[src/rtl/ctrl_pipe_reg.sv]
// rtl/ctrl_pipe_reg.sv - parametrised inter-stage pipeline register with stall, flush and bubble gating
// Defining CTRL_PIPE_PERF_EN adds stall_cnt_o / flush_cnt_o event counters.
module ctrl_pipe_reg #(
  parameter int unsigned       CTRL_W      = 4,
  parameter int unsigned       DATA_W      = 32,
  parameter int unsigned       STAGES      = 1,
  parameter logic [CTRL_W-1:0] CTRL_BUBBLE = '0
) (
  input  logic                             clock,
  input  logic                             reset,
  input  logic                             stall_i,
  input  logic                             flush_i,
  input  logic                             valid_i,
  input  logic [CTRL_W-1:0]                ctrl_i,
  input  logic [DATA_W-1:0]                data_i,
  output logic                             valid_o,
  output logic [CTRL_W-1:0]                ctrl_o,
  output logic [DATA_W-1:0]                data_o,
  output logic [$clog2(STAGES+1)-1:0]      occ_o
`ifdef CTRL_PIPE_PERF_EN
  ,
  output logic [31:0]                      stall_cnt_o,
  output logic [31:0]                      flush_cnt_o
`endif
);

  localparam int unsigned OCC_W = $clog2(STAGES + 1);

  logic [STAGES-1:0] validQ;
  logic [CTRL_W-1:0] ctrlQ [STAGES];
  logic [DATA_W-1:0] dataQ [STAGES];
  logic [OCC_W-1:0]  occQ;

  // Flush keeps data so a squashed slot still shows deterministic data_o.
  always_ff @(posedge clock or posedge reset) begin
    if (reset) begin
      validQ <= '0;
      occQ   <= '0;
      for (int k = 0; k < STAGES; k++) begin
        ctrlQ[k] <= CTRL_BUBBLE;
        dataQ[k] <= '0;
      end
    end else if (flush_i) begin
      validQ <= '0;
      occQ   <= '0;
      for (int k = 0; k < STAGES; k++) begin
        ctrlQ[k] <= CTRL_BUBBLE;
      end
    end else if (!stall_i) begin
      validQ[0] <= valid_i;
      ctrlQ[0]  <= valid_i ? ctrl_i : CTRL_BUBBLE;
      dataQ[0]  <= data_i;
      for (int k = 1; k < STAGES; k++) begin
        validQ[k] <= validQ[k-1];
        ctrlQ[k]  <= ctrlQ[k-1];
        dataQ[k]  <= dataQ[k-1];
      end
      occQ <= occQ + OCC_W'(valid_i) - OCC_W'(validQ[STAGES-1]);
    end
  end

  assign valid_o = validQ[STAGES-1];
  assign ctrl_o  = validQ[STAGES-1] ? ctrlQ[STAGES-1] : CTRL_BUBBLE;
  assign data_o  = dataQ[STAGES-1];
  assign occ_o   = occQ;

`ifdef CTRL_PIPE_PERF_EN
  logic [31:0] stallCnt;
  logic [31:0] flushCnt;

  // Only flushes that actually squash a valid slot are counted.
  always_ff @(posedge clock or posedge reset) begin
    if (reset) begin
      stallCnt <= '0;
      flushCnt <= '0;
    end else begin
      if (stall_i && !flush_i) stallCnt <= stallCnt + 32'd1;
      if (flush_i && (|validQ)) flushCnt <= flushCnt + 32'd1;
    end
  end

  assign stall_cnt_o = stallCnt;
  assign flush_cnt_o = flushCnt;
`endif

endmodule
[config.mk]
export PLATFORM = sky130hd
export DESIGN_NAME = ctrl_pipe_reg
export DESIGN_NICKNAME = d
export VERILOG_FILES = /design/src/rtl/ctrl_pipe_reg.sv
export SDC_FILE = /design/constraint.sdc
export NUM_CORES = 1
export LEC_CHECK = 0
export CAP_MARGIN = 40
export CORE_MARGIN = 10
export CORE_UTILIZATION = 40
export DETAILED_ROUTE_END_ITERATION = 8
export GPL_TIMING_DRIVEN = 0
export HOLD_SLACK_MARGIN = 0.15
export PLACE_DENSITY = 0.8
export SETUP_SLACK_MARGIN = 0.2
export SYNTH_ARGS = -nofsm -noshare
export SYNTH_HDL_FRONTEND = slang
export SYNTH_SLANG_ARGS = --single-unit
[constraint.sdc]
create_clock -name clock -period 1.1 [get_ports clock]
set_input_delay 0.11 -clock clock [delete_from_list [all_inputs] [get_ports clock]]
set_output_delay 0.11 -clock clock [all_outputs]
set_load 0.01 [all_outputs]
==> impl_metrics.json <==
{
  "synthFlopType": "dfrtp_1",
  "die_y_um": 83.20,
  "drt_wl_total_um": 4832,
  "grt_pass1_vias": 1302,
  "worst_pin_slew_ps": 411.1,
  "worst_path_max_delay_cell": "dlygate4sd3_1",
  "yosysMostFrequentCell": "dfrtp_1",
  "power_switching_uw": 982.4,
  "clockPowerShare": 0.274,
  "drv_cap": 0,
  "r2r.worst_path.cells": 3,
  "io_buffers": 77,
  "rsz0062_at_grt": "yes",
  "drtIter0Drc": 63,
  "synth.net_count": 137,
  "netlist.area_leader.share": 0.5951,
  "synthArstFlopShare": 1.000,
  "grt_pass1_wl_um": 7320,
  "fmax_mhz": 877.7,
  "finalHoldViolCount": 0,
  "syn_inst": 96,
  "synth_edf_count": 0,
  "leakagePower_uw": 0.001306,
  "path_max_fanout": 5,
  "hpwlAfterDp_um": 3402,
  "min_delay_worst_endpoint": "valid_o$_DFFE_PP0P_",
  "vias": 1187,
  "critical_path.max_stage_delay_ps": 610,
  "std_cell_rows": 22,
  "htreeDepth": 2,
  "cts_buffers": 5,
  "r2r-start": "valid_o$_DFFE_PP0P_",
  "min_period_ps": 1139,
  "worstPathArrival_ps": 1360,
  "postLayoutSetupSlackWorst_ps": -39.34,
  "clock_skew_ps": 0.2224,
  "grt_use_total": 0.1322,
  "rr_endpoint": "occ_o$_DFFE_PP0P_",
  "setup_viol": 5,
  "clock-sinks": 38,
  "status": "complete, but fails checks",
  "synthDistinctLibCells": 17,
  "path_class": "input pin to flop",
  "crit_chain": "buf_8, dlygate4sd3_1, or3_1, a21oi_2",
  "critPathTopFamily": "buffers and inverters",
  "core_um2": 3771,
  "area_growth_pct": 72.67,
  "synthTopCellsByArea": "dfrtp_1 (60%), mux2_4 (28%), buf_6 (2.1%)",
  "clockBufferDepth": 2,
  "vias_per_cell": 4.637,
  "drc": 0,
  "ant_nets": 0,
  "rrSetupSlack_ps": -20,
  "drive_above_1_share": 0.5577,
  "routedWlPerCell_um": 18.88,
  "die_x_um": 83.20,
  "worstSetupStartpointType": "input pin",
  "routabilityCongestion": 0.8028,
  "cts_tree": "built",
  "crit_required_ps": 1320,
  "p_comb_frac": 0.295,
  "syn-cell-area_um2": 1598,
  "clkTransAtPathRegs_ps": 70,
  "place_area_um2": 2455,
  "finalCritPeriodShare": 1.036,
  "grt_max_degree": 39,
  "synth.yosys.seq_area_share": 0.5951,
  "relSlewSlack": 0.7254,
  "die-area_um2": 6922,
  "antenna_cells": 0,
  "setup-tns-final_ps": -80.56,
  "cp.buffers_inverters": 2,
  "internal_power_uw": 2994,
  "switching_share": 0.2471,
  "drt_pre_antenna_iters": 4,
  "clockRootBuffer": "clkbuf_8",
  "maxSlewViolCount": 0,
  "ys_seq_elements": 38,
  "critPathCaptureType": "flop",
  "clkLatencyLatePin_ps": 280,
  "syn_area_per_cell_um2": 16.64,
  "initial_core_util": 0.4237,
  "p_seq_frac": 0.431,
  "hp-class": "input pin to flop",
  "synth_top_area_cell": "dfrtp_1",
  "hp-start": "stall_i",
  "peakVddDrop_mv": 0.8957,
  "yosys-top-cells-count": "dfrtp_1 (38), mux2_4 (30), and2_2 (4), nor2_1 (4)",
  "power_density_nw_per_um2": 1441,
  "antenna_found_initial": 0,
  "yosysWarnings": 0,
  "min_path_cells": 4,
  "ios": 79,
  "fin_area_um2": 2759,
  "violations": "negative setup slack",
  "place_ws_ps": -497.0,
  "num-nets-final": 248,
  "grt_overflow": 0,
  "finalPower_uw": 3976
}
-- routing by layer --
metal	track usage	vias up	routed length, um
met5	0	-	0
met4	0.05077	0	45
met3	0.04395	4	310
met2	0.2242	57	2484
met1	0.1490	575	1991
li1	-	551	-
-- layout by cell type, fill, tap and decap left out, types with 2 or more instances in the layout --
cell type	count
buf_4	11
clkbuf_8	8
clkdlybuf4s50_1	38
mux2_4	30
nor2_1	4
dlygate4sd3_1	3
buf_2	22
and2_4	4
clkinvlp_4	2
a21oi_1	2
a22oi_1	3
dfrtp_1	37
mux2_2	2
buf_6	28
buf_8	4
-- cell families (layout without fill, tap and decap cells) --
logic type	count (synthesis)	after routing	share of synthesized area
flops	38	38	0.5951
buf+inv	5	117	0.02662
xor+xnor	1	1	0.005483
simple gates	13	13	0.05012
compound gates	7	7	0.02662
mux	32	32	0.2960
-- final cells by class --
cell class,instances,area [um2]
plain buffers,4,60.06
inverters,1,7.507
clock buffers,8,110.1
fillers,238,1012
well taps,48,60.06
multi-input cells,53,615.6
repair inverters,1,7.507
repair buffers,103,945.9
flip-flops and latches,38,952.2
-- worst max path at each step --
stage | to | slack, ps | start | cells after the start
finish | occ_o$_DFFE_PP0P_ | -40 | stall_i | 4
global route | ctrl_o[3] | -60 | valid_o$_DFFE_PP0P_ | 2
CTS | ctrl_o[3] | -40 | valid_o$_DFFE_PP0P_ | 2
detailed placement | data_o[16]$_DFFE_PP0P_ | -500 | flush_i | 4
global placement | data_o[20]$_DFFE_PP0P_ | -470 | flush_i | 4
floorplan | occ_o$_DFFE_PP0P_ | 50 | valid_o$_DFFE_PP0P_ | 3
-- through the flow --
step	cells	utilization	hold WS [ps]
3_3_place_gp	221	0.6510	385.6
6_report	256	0.7316	154.6
5_1_grt	256	0.7316	187.2
2_1_floorplan	96	-	76.07
4_1_cts	243	0.6878	88.97
3_5_place_dp	221	0.6510	394.0
-- sequential cells by signal, summed over array words and instances (netlist names) --
signal   count
data_o      32
ctrlQ        4
occ_o        1
valid_o      1
-- power by group through the flow --
stage | Clock, uW | Combinational, uW | Sequential [uW]
6_report | 1090 | 1170 | 1710
2_1_floorplan | 0 | 360 | 1790
3_5_place_dp | 0 | 1040 | 1710
3_3_place_gp | 0 | 1020 | 1700
5_1_grt | 1190 | 1240 | 1740
4_1_cts | 1130 | 1040 | 1690
-- worst register-to-register path: stages, from the launching register on --
cell and delay (ps):
dfrtp_2 450, xnor2_1 150, or3_1 330, a21oi_2 120
-- timing repair --
item | in CTS | in global routing
setup buffers | 12 | 10
hold buffers | 1 | 2
gates resized for setup | 179 | 15
endpoints found under the hold margin | 6 | 4
cloned | 1 | 1
setup endpoints to repair | 73 | 86
pin swaps | 2 | 1
Note: power is estimated with default switching activity, not from simulation.
